==> src/rtl/fir_pkg.sv <==
// Shared constants, types and helpers for the FIR output capture block.
package fir_pkg;

    localparam int OUT_MAX = 32767;
    localparam int OUT_MIN = -32768;

    localparam logic [3:0] KEEP_ALL = 4'hF;

    typedef enum logic {
        CAP_IDLE   = 1'b0,
        CAP_ACTIVE = 1'b1
    } cap_state_e;

    // Half an LSB of the retained result, added before the arithmetic shift.
    function automatic longint round_offset(input int shift);
        return (shift > 0) ? (64'sd1 <<< (shift - 1)) : 64'sd0;
    endfunction

endpackage

==> src/rtl/fir_axis_capture_if.sv <==
// AXI-Stream bundle used for both the FIR input stream and the rounded output stream.
interface fir_axis_capture_if #(
    parameter int DATA_W = 32,
    parameter int KEEP_W = 4
);
    // A beat transfers on a rising clk edge where tvalid && tready are both high;
    // the master holds tdata/tkeep/tlast stable while tvalid is high and tready is low.
    logic [DATA_W-1:0] tdata;
    logic [KEEP_W-1:0] tkeep;
    logic              tlast;
    logic              tvalid;
    logic              tready;

    modport master (output tdata, tkeep, tlast, tvalid, input  tready);
    modport slave  (input  tdata, tkeep, tlast, tvalid, output tready);

endinterface

==> src/rtl/fir_sync_fifo.sv <==
// Single-clock FIFO holding {tlast, sample} words; read data is forced to zero while empty.
module fir_sync_fifo #(
    parameter  int W     = 17,
    parameter  int DEPTH = 8,
    localparam int AW    = $clog2(DEPTH),
    localparam int CW    = AW + 1
) (
    input  logic          clk,
    input  logic          reset,
    input  logic          push,
    input  logic [W-1:0]  wr_data,
    input  logic          pop,
    output logic [W-1:0]  rd_data,
    output logic [CW-1:0] count,
    output logic          full,
    output logic          empty
);
    logic [W-1:0]  mem [DEPTH];
    logic [AW-1:0] wr_ptr;
    logic [AW-1:0] rd_ptr;
    logic          do_push;
    logic          do_pop;

    assign full    = (count == CW'(DEPTH));
    assign empty   = (count == '0);
    assign do_push = push && !full;
    assign do_pop  = pop && !empty;
    assign rd_data = empty ? '0 : mem[rd_ptr];

    // Pointers wrap naturally because DEPTH is a power of two.
    always_ff @(posedge clk or negedge reset) begin
        if (!reset) begin
            wr_ptr <= '0;
            rd_ptr <= '0;
            count  <= '0;
        end else begin
            if (do_push) wr_ptr <= wr_ptr + 1'b1;
            if (do_pop)  rd_ptr <= rd_ptr + 1'b1;
            case ({do_push, do_pop})
                2'b10:   count <= count + 1'b1;
                2'b01:   count <= count - 1'b1;
                default: count <= count;
            endcase
        end
    end

    always_ff @(posedge clk) begin
        if (do_push) mem[wr_ptr] <= wr_data;
    end

endmodule

==> src/rtl/fir_axis_capture.sv <==
// Receives 32-bit FIR products, rounds/saturates them to 16 bits, buffers them and
// re-emits them on a 16-bit stream while tracking per-frame statistics.
module fir_axis_capture
    import fir_pkg::*;
#(
    parameter int IN_W      = 32,
    parameter int OUT_W     = 16,
    parameter int SHIFT     = 15,
    parameter int DEPTH     = 8,
    parameter int FRAME_LEN = 32
) (
    input  logic               clk,
    input  logic               reset,
    fir_axis_capture_if.slave  s_axis_fir,
    fir_axis_capture_if.master m_axis,
    output logic               frame_done,
    output logic               keep_err,
    output logic [15:0]        sample_cnt,
    output logic [OUT_W-1:0]   peak_abs,
    output logic [7:0]         sat_cnt,
    output cap_state_e         dbg_state
);
    localparam int CW = $clog2(DEPTH) + 1;
    localparam int FW = $clog2(FRAME_LEN + 1);
    localparam logic signed [IN_W:0] RND   = (IN_W+1)'(round_offset(SHIFT));
    localparam logic signed [IN_W:0] R_MAX = (IN_W+1)'(OUT_MAX);
    localparam logic signed [IN_W:0] R_MIN = (IN_W+1)'(OUT_MIN);

    function automatic logic [OUT_W-1:0] abs_sat(input logic [OUT_W-1:0] x);
        if (x == {1'b1, {(OUT_W-1){1'b0}}}) return {1'b0, {(OUT_W-1){1'b1}}};
        return x[OUT_W-1] ? -x : x;
    endfunction

    logic [CW-1:0]        fifo_count;
    logic                 fifo_full;
    logic                 fifo_empty;
    logic [CW:0]          occupancy;
    logic                 accept;
    logic                 keep_ok;
    logic signed [IN_W:0] in_ext;
    logic signed [IN_W:0] r_full;
    logic                 sat_hi;
    logic                 sat_lo;
    logic [OUT_W-1:0]     rnd_data;
    logic                 pipe_valid;
    logic [OUT_W-1:0]     pipe_data;
    logic                 pipe_last;
    logic                 pipe_sat;
    logic [FW-1:0]        frame_idx;
    logic                 word_last;
    logic [OUT_W-1:0]     peak_run;
    logic [OUT_W-1:0]     sample_abs;
    logic [OUT_W-1:0]     peak_cand;
    logic                 close_frame;
    cap_state_e           state;
    cap_state_e           state_nxt;

    // Counting the pipeline slot keeps an in-flight beat from overrunning a full FIFO.
    assign occupancy         = {1'b0, fifo_count} + {{CW{1'b0}}, pipe_valid};
    assign s_axis_fir.tready = !fifo_full && (occupancy < (CW+1)'(DEPTH));
    assign accept            = s_axis_fir.tvalid && s_axis_fir.tready;
    assign keep_ok           = (s_axis_fir.tkeep == KEEP_ALL);

    always_comb begin
        in_ext   = {s_axis_fir.tdata[IN_W-1], s_axis_fir.tdata};
        r_full   = (in_ext + RND) >>> SHIFT;
        sat_hi   = (r_full > R_MAX);
        sat_lo   = (r_full < R_MIN);
        rnd_data = r_full[OUT_W-1:0];
        if (sat_hi)      rnd_data = OUT_W'(OUT_MAX);
        else if (sat_lo) rnd_data = OUT_W'(OUT_MIN);
    end

    always_ff @(posedge clk or negedge reset) begin
        if (!reset) begin
            pipe_valid <= 1'b0;
            pipe_data  <= '0;
            pipe_last  <= 1'b0;
            pipe_sat   <= 1'b0;
            keep_err   <= 1'b0;
        end else begin
            pipe_valid <= accept && keep_ok;
            keep_err   <= accept && !keep_ok;
            if (accept && keep_ok) begin
                pipe_data <= rnd_data;
                pipe_last <= s_axis_fir.tlast;
                pipe_sat  <= sat_hi || sat_lo;
            end
        end
    end

    assign word_last = pipe_last || (frame_idx == FW'(FRAME_LEN - 1));

    fir_sync_fifo #(.W(OUT_W + 1), .DEPTH(DEPTH)) u_fifo (
        .clk     (clk),
        .reset   (reset),
        .push    (pipe_valid),
        .wr_data ({word_last, pipe_data}),
        .pop     (m_axis.tvalid && m_axis.tready),
        .rd_data ({m_axis.tlast, m_axis.tdata}),
        .count   (fifo_count),
        .full    (fifo_full),
        .empty   (fifo_empty)
    );

    assign m_axis.tvalid = !fifo_empty;
    assign m_axis.tkeep  = '1;

    always_ff @(posedge clk or negedge reset) begin
        if (!reset) state <= CAP_IDLE;
        else        state <= state_nxt;
    end

    // A one-word frame opens and closes on the same write, so IDLE stays IDLE.
    always_comb begin
        state_nxt = state;
        case (state)
            CAP_IDLE:   if (pipe_valid && !word_last) state_nxt = CAP_ACTIVE;
            CAP_ACTIVE: if (pipe_valid && word_last)  state_nxt = CAP_IDLE;
            default:    state_nxt = CAP_IDLE;
        endcase
    end

    always_comb begin
        close_frame = 1'b0;
        case (state)
            CAP_IDLE:   close_frame = pipe_valid && word_last;
            CAP_ACTIVE: close_frame = pipe_valid && word_last;
            default:    close_frame = 1'b0;
        endcase
    end

    assign dbg_state  = state;
    assign sample_abs = abs_sat(pipe_data);
    assign peak_cand  = (sample_abs > peak_run) ? sample_abs : peak_run;

    always_ff @(posedge clk or negedge reset) begin
        if (!reset) begin
            frame_done <= 1'b0;
            sample_cnt <= '0;
            sat_cnt    <= '0;
            peak_abs   <= '0;
            peak_run   <= '0;
            frame_idx  <= '0;
        end else begin
            frame_done <= close_frame;
            if (pipe_valid) begin
                sample_cnt <= sample_cnt + 1'b1;
                if (pipe_sat && sat_cnt != 8'hFF) sat_cnt <= sat_cnt + 1'b1;
                if (close_frame) begin
                    peak_abs  <= peak_cand;
                    peak_run  <= '0;
                    frame_idx <= '0;
                end else begin
                    peak_run  <= peak_cand;
                    frame_idx <= frame_idx + 1'b1;
                end
            end
        end
    end

endmodule

==> src/flat_wrapper.sv <==
// flat-port wrapper written by rule: the top's interface ports become plain ports
module fir_axis_capture_flat import fir_pkg::*;
#(
    parameter int IN_W      = 32,
    parameter int OUT_W     = 16,
    parameter int SHIFT     = 15,
    parameter int DEPTH     = 8,
    parameter int FRAME_LEN = 32
)
  (clk, reset, frame_done, keep_err, sample_cnt, peak_abs, sat_cnt, dbg_state, s_axis_fir_tdata, s_axis_fir_tkeep, s_axis_fir_tlast, s_axis_fir_tvalid, s_axis_fir_tready, m_axis_tdata, m_axis_tkeep, m_axis_tlast, m_axis_tvalid, m_axis_tready);
  fir_axis_capture_if #(.DATA_W(32), .KEEP_W(4)) s_axis_fir_i ();
  fir_axis_capture_if #(.DATA_W(16), .KEEP_W(2)) m_axis_i ();
  input  logic clk;
  input  logic reset;
  output logic frame_done;
  output logic keep_err;
  output logic [15:0] sample_cnt;
  output logic [OUT_W-1:0] peak_abs;
  output logic [7:0] sat_cnt;
  output cap_state_e dbg_state;
  input wire logic [$bits(s_axis_fir_i.tdata)-1:0] s_axis_fir_tdata;
  input wire logic [$bits(s_axis_fir_i.tkeep)-1:0] s_axis_fir_tkeep;
  input wire logic [$bits(s_axis_fir_i.tlast)-1:0] s_axis_fir_tlast;
  input wire logic [$bits(s_axis_fir_i.tvalid)-1:0] s_axis_fir_tvalid;
  output wire logic [$bits(s_axis_fir_i.tready)-1:0] s_axis_fir_tready;
  output wire logic [$bits(m_axis_i.tdata)-1:0] m_axis_tdata;
  output wire logic [$bits(m_axis_i.tkeep)-1:0] m_axis_tkeep;
  output wire logic [$bits(m_axis_i.tlast)-1:0] m_axis_tlast;
  output wire logic [$bits(m_axis_i.tvalid)-1:0] m_axis_tvalid;
  input wire logic [$bits(m_axis_i.tready)-1:0] m_axis_tready;
  assign s_axis_fir_i.tdata = s_axis_fir_tdata;
  assign s_axis_fir_i.tkeep = s_axis_fir_tkeep;
  assign s_axis_fir_i.tlast = s_axis_fir_tlast;
  assign s_axis_fir_i.tvalid = s_axis_fir_tvalid;
  assign s_axis_fir_tready = s_axis_fir_i.tready;
  assign m_axis_tdata = m_axis_i.tdata;
  assign m_axis_tkeep = m_axis_i.tkeep;
  assign m_axis_tlast = m_axis_i.tlast;
  assign m_axis_tvalid = m_axis_i.tvalid;
  assign m_axis_i.tready = m_axis_tready;
  fir_axis_capture #(.IN_W(IN_W), .OUT_W(OUT_W), .SHIFT(SHIFT), .DEPTH(DEPTH), .FRAME_LEN(FRAME_LEN)) u_core (.clk(clk), .reset(reset), .s_axis_fir(s_axis_fir_i), .m_axis(m_axis_i), .frame_done(frame_done), .keep_err(keep_err), .sample_cnt(sample_cnt), .peak_abs(peak_abs), .sat_cnt(sat_cnt), .dbg_state(dbg_state));
endmodule
==> config.mk <==
export PLATFORM = sky130hd
export DESIGN_NAME = fir_axis_capture_flat
export DESIGN_NICKNAME = d
export VERILOG_FILES = /design/src/rtl/fir_pkg.sv /design/src/rtl/fir_axis_capture_if.sv /design/src/rtl/fir_sync_fifo.sv /design/src/rtl/fir_axis_capture.sv /design/src/flat_wrapper.sv
export SDC_FILE = /design/constraint.sdc
export NUM_CORES = 1
export LEC_CHECK = 0
export CAP_MARGIN = 5
export CORE_ASPECT_RATIO = 1.4
export CORE_UTILIZATION = 47
export CTS_CLUSTER_DIAMETER = 120
export DETAILED_ROUTE_END_ITERATION = 8
export GPL_ROUTABILITY_DRIVEN = 0
export PLACE_DENSITY = 0.7
export SYNTH_ARGS = -nofsm -noshare
export SYNTH_HDL_FRONTEND = slang
export SYNTH_SLANG_ARGS = --single-unit
==> constraint.sdc <==
create_clock -name clk -period 10.1 [get_ports clk]
set_input_delay 2.02 -clock clk [delete_from_list [all_inputs] [get_ports clk]]
set_output_delay 2.02 -clock clk [all_outputs]
set_load 0.02 [all_outputs]
==> results.txt <==
capture point of the worst path = m_axis_tdata[12]
finished layout cell area = 0.01252 sq mm
endpoint of the most critical register-to-register path = u_core.peak_run[2]
max_cap viols = 0
detailed-route wire length per cell = 17.91 microns
Cell Count Post-Placement = 1125
iteration-0 DRC count of the detailed router = 389
largest net degree at the start of global routing = 62
Reg2Reg Depth = 12
Clock Skews = 0.01965 ns
PnR worst setup slack = 5.162 ns
CTS H-tree depth = 1
total gr overflow = 0
hold path startpoint = u_core.sample_cnt[15]
Post-Synthesis Mean Instance Area = 13.75 sq um
initial core utilization = 47.99%
wire length of the first global-routing pass = 33600 microns
DP HPWL = 13630 microns
Non-Filler Instances = 1165
critical path required time = 8.08 ns
number of synthesized flops with an enable pin = 136
initial antenna violation count = 0
# Post-CTS Setup Buffers = 0
status = finished clean
CTS Buffer Depth = 3
Setup crit end kind = primary output
master cell of the clock root buffer = sky130_fd_sc_hd__clkbuf_16
total of cells resized after clock tree synthesis = 0
register-to-register setup slack = 5.84 ns
number of different library cells in the post-synthesis netlist = 65
transition time of the tightest slew-check pin = 1.155 ns
worst setup path startpoint = u_core.u_fifo.rd_ptr[0]
CP startpoint kind = flip-flop
DRT antenna net count = 0
Sinks on Clock Net = 230
predominant post-synthesis flop cell = sky130_fd_sc_hd__edfxtp_1
Leak Pwr = 4.742 nW
WL final = 20870 microns
Avg Vias per Cell = 5.410
synth top area cells = sky130_fd_sc_hd__edfxtp_1 39%, sky130_fd_sc_hd__dfrtp_1 22%, sky130_fd_sc_hd__mux4_2 7.3%
Placement Cell Area = 0.01176 sq mm
die boundary height = 179.1 microns
post-layout utilization of the core = 57.07%
Clock transition at path regs = 0.06 ns
layout cells sized above 1 = 12.79%
PnR Total Power = 3.634 mW
power per unit of standard cell area = 290.3 mW/mm^2
diode count = 0
later-pin clock latency in the skew report = 0.51 ns
number of slew-limit violations in the final report = 0
setup repair after global routing missed its margin = false
worst rel slew slack = 22.43%
vias = 6303
Max Freq = 202.5 MHz
Async S/R FF share, synth = 40.87%
via count of the first global-routing pass = 6369
Peak VDD IR = 0.0001389 V
Area growth syn-to-layout = 18.92%
r2r startpoint = u_core.pipe_data[6]
number of warnings printed during yosys synthesis = 0
maximum fanout encountered on the critical timing path = 36
synthesized instance count = 766
endpoints failing setup = 0
post-placement worst setup slack = 5.144 ns
num rows = 64
#FFs+latches synth = 230
path type of the worst min-delay path = flip-flop to flip-flop
Post-Route Hold Slack = 0.4764 ns
minimum clock period after layout = 4.938 ns
number of nets in the layout = 920
DRC Markers = 0
total clock buffers created by CTS = 22
area share of the largest cell type after synthesis = 38.79%
clock tree from TritonCTS = done
type of the worst setup path = flip-flop to primary output
cell taking the most area after synthesis = sky130_fd_sc_hd__edfxtp_1
number of top-level pins = 105
Netlist Area Pre-Place = 0.01053 sq mm
Tot GR Track Use = 18.96%
final number of hold-violating endpoints = 0
floorplan die area = 0.02301 sq mm
arrival time of data at the critical path endpoint = 2.92 ns
die span in x = 128.5 microns
share of the clock period used by the worst path after layout = 48.89%
TritonRoute pass-1 iters = 5
total of hold buffers inserted after clock tree synthesis = 0
total core area = 0.02194 sq mm
Seq/Total Area, Yosys = 61.13%
IO Port Bufs = 88
setup TNS = 0 ns
sequential cells by signal (all words and copies together) (netlist names), named ones only:
| signal | cells |
|---|---|
| u_core.pipe_data | 16 |
| u_core.sat_cnt | 8 |
| u_core.u_fifo.wr_ptr | 3 |
| u_core.peak_run | 16 |
| u_core.u_fifo.count | 4 |
| u_core.pipe_last | 1 |
| u_core.frame_done | 1 |
| u_core.sample_cnt | 16 |
| u_core.frame_idx | 6 |
| u_core.pipe_sat | 1 |
| u_core.u_fifo.mem | 136 |
| u_core.peak_abs | 16 |
| u_core.u_fifo.rd_ptr | 3 |
| u_core.keep_err | 1 |
| u_core.pipe_valid | 1 |
area by class of cell:
type                            count  area [sq um]
Timing Repair Buffer               96         938.4
Fill cell                        1817          9420
Clock buffer                       29         596.8
Multi-Input combinational cell    464          3865
Sequential cell                   230          6439
Tap cell                          297         371.6
Clock inverter                     11         167.7
Inverter                           38         142.6
per-layer routing:
| metal | vias to the layer above | share of wire, % | global-route usage, % |
|---|---|---|---|
| met2 | 146 | 52 | 34.46 |
| li1 | 3019 | - | - |
| met1 | 3112 | 42 | 23.68 |
| met5 | - | 0 | 0 |
| met4 | 0 | 2.1 | 5.392 |
| met3 | 26 | 4.3 | 2.208 |
placed cells by master (no fill, tap or decap), types with 3 or more instances in the layout:
master	synthesis	layout
sky130_fd_sc_hd__edfxtp_1	136	136
sky130_fd_sc_hd__dfrtp_1	94	92
sky130_fd_sc_hd__clkdlybuf4s50_1	0	87
sky130_fd_sc_hd__nand2_1	61	61
sky130_fd_sc_hd__nor2_1	56	55
sky130_fd_sc_hd__inv_1	36	36
sky130_fd_sc_hd__mux4_2	34	34
sky130_fd_sc_hd__mux2i_1	33	33
sky130_fd_sc_hd__xnor2_1	31	31
sky130_fd_sc_hd__ha_1	26	26
sky130_fd_sc_hd__a21oi_1	22	22
sky130_fd_sc_hd__clkbuf_16	0	22
sky130_fd_sc_hd__xor2_1	21	21
sky130_fd_sc_hd__o21ai_0	21	21
sky130_fd_sc_hd__nand3_1	20	20
sky130_fd_sc_hd__a22o_1	17	17
sky130_fd_sc_hd__nand4_1	15	15
sky130_fd_sc_hd__and3_1	9	9
sky130_fd_sc_hd__o22a_1	9	9
sky130_fd_sc_hd__buf_4	3	9
sky130_fd_sc_hd__nor3_1	10	7
sky130_fd_sc_hd__and2_1	6	6
sky130_fd_sc_hd__clkbuf_1	18	5
sky130_fd_sc_hd__nor2b_1	4	4
sky130_fd_sc_hd__a31oi_1	4	4
sky130_fd_sc_hd__a2bb2oi_1	4	4
sky130_fd_sc_hd__and4_1	4	4
sky130_fd_sc_hd__mux2_2	4	4
sky130_fd_sc_hd__bufinv_16	0	4
sky130_fd_sc_hd__nor4_4	2	3
sky130_fd_sc_hd__or2_2	3	3
sky130_fd_sc_hd__clkinv_1	1	3
sky130_fd_sc_hd__nor4_1	4	3
sky130_fd_sc_hd__nor3_4	0	3
sky130_fd_sc_hd__o221a_2	3	3
sky130_fd_sc_hd__clkinv_2	0	3
critical path, stage by stage (launching register included):
cell and delay, ns:
sky130_fd_sc_hd__dfrtp_2 0.34, sky130_fd_sc_hd__buf_4 0.55, sky130_fd_sc_hd__mux4_2 0.60, sky130_fd_sc_hd__mux2i_1 0.25, sky130_fd_sc_hd__nor2_1 0.07, sky130_fd_sc_hd__clkdlybuf4s50_1 0.58
logic make-up (layout without fill, tap and decap cells):
family                   Yosys count  after routing  synth area share (%)
AO/OA/AOI/OAI                    103            103                 7.368
XOR/XNOR                          52             52                 4.326
adder cells (fa/ha/maj)           27             27                 3.280
buffers and inverters             73            174                 2.959
flip-flops                       230            230                 61.13
multiplexers                      71             71                 10.84
other                              1              2               0.03562
AND/OR/NAND/NOR                  209            209                 10.07
synth_stat cells, types with 3 or more instances:
cell type and n:
sky130_fd_sc_hd__mux2i_1 33, sky130_fd_sc_hd__nor2b_1 4, sky130_fd_sc_hd__nand4_1 15, sky130_fd_sc_hd__nor2_1 56
sky130_fd_sc_hd__nand3_1 20, sky130_fd_sc_hd__inv_1 36, sky130_fd_sc_hd__o221a_2 3, sky130_fd_sc_hd__nor3_1 10
sky130_fd_sc_hd__edfxtp_1 136, sky130_fd_sc_hd__buf_2 8, sky130_fd_sc_hd__mux4_2 34, sky130_fd_sc_hd__clkbuf_1 18
sky130_fd_sc_hd__and4_1 4, sky130_fd_sc_hd__and2_1 6, sky130_fd_sc_hd__xor2_1 21, sky130_fd_sc_hd__ha_1 26
sky130_fd_sc_hd__a2bb2oi_1 4, sky130_fd_sc_hd__buf_1 3, sky130_fd_sc_hd__xnor2_1 31, sky130_fd_sc_hd__a31oi_1 4
sky130_fd_sc_hd__or2_2 3, sky130_fd_sc_hd__and3_1 9, sky130_fd_sc_hd__o22a_1 9, sky130_fd_sc_hd__nand2_1 61
sky130_fd_sc_hd__nor4b_1 3, sky130_fd_sc_hd__a22o_1 17, sky130_fd_sc_hd__o21ai_0 21, sky130_fd_sc_hd__mux2_2 4
sky130_fd_sc_hd__nor4_1 4, sky130_fd_sc_hd__dfrtp_1 94, sky130_fd_sc_hd__a21oi_1 22, sky130_fd_sc_hd__buf_4 3
worst min path at each step:
stage | endpoint | cells past startpoint
after global routing | u_core.sample_cnt[15] | 1
after detailed placement | u_core.sample_cnt[15] | 1
after CTS | u_core.sample_cnt[15] | 1
after floorplan | u_core.frame_idx[2] | 1
final | u_core.sample_cnt[15] | 1
after global placement | u_core.sample_cnt[15] | 1
report_power, final:
part	leakage (nW)	internal (mW)	switching, mW
combinational	1.92	0.659	0.674
clock	0.374	0.521	0.340
sequential	2.45	1.19	0.249
total	4.74	2.37	1.26
Note: power is estimated with default switching activity, not from simulation.
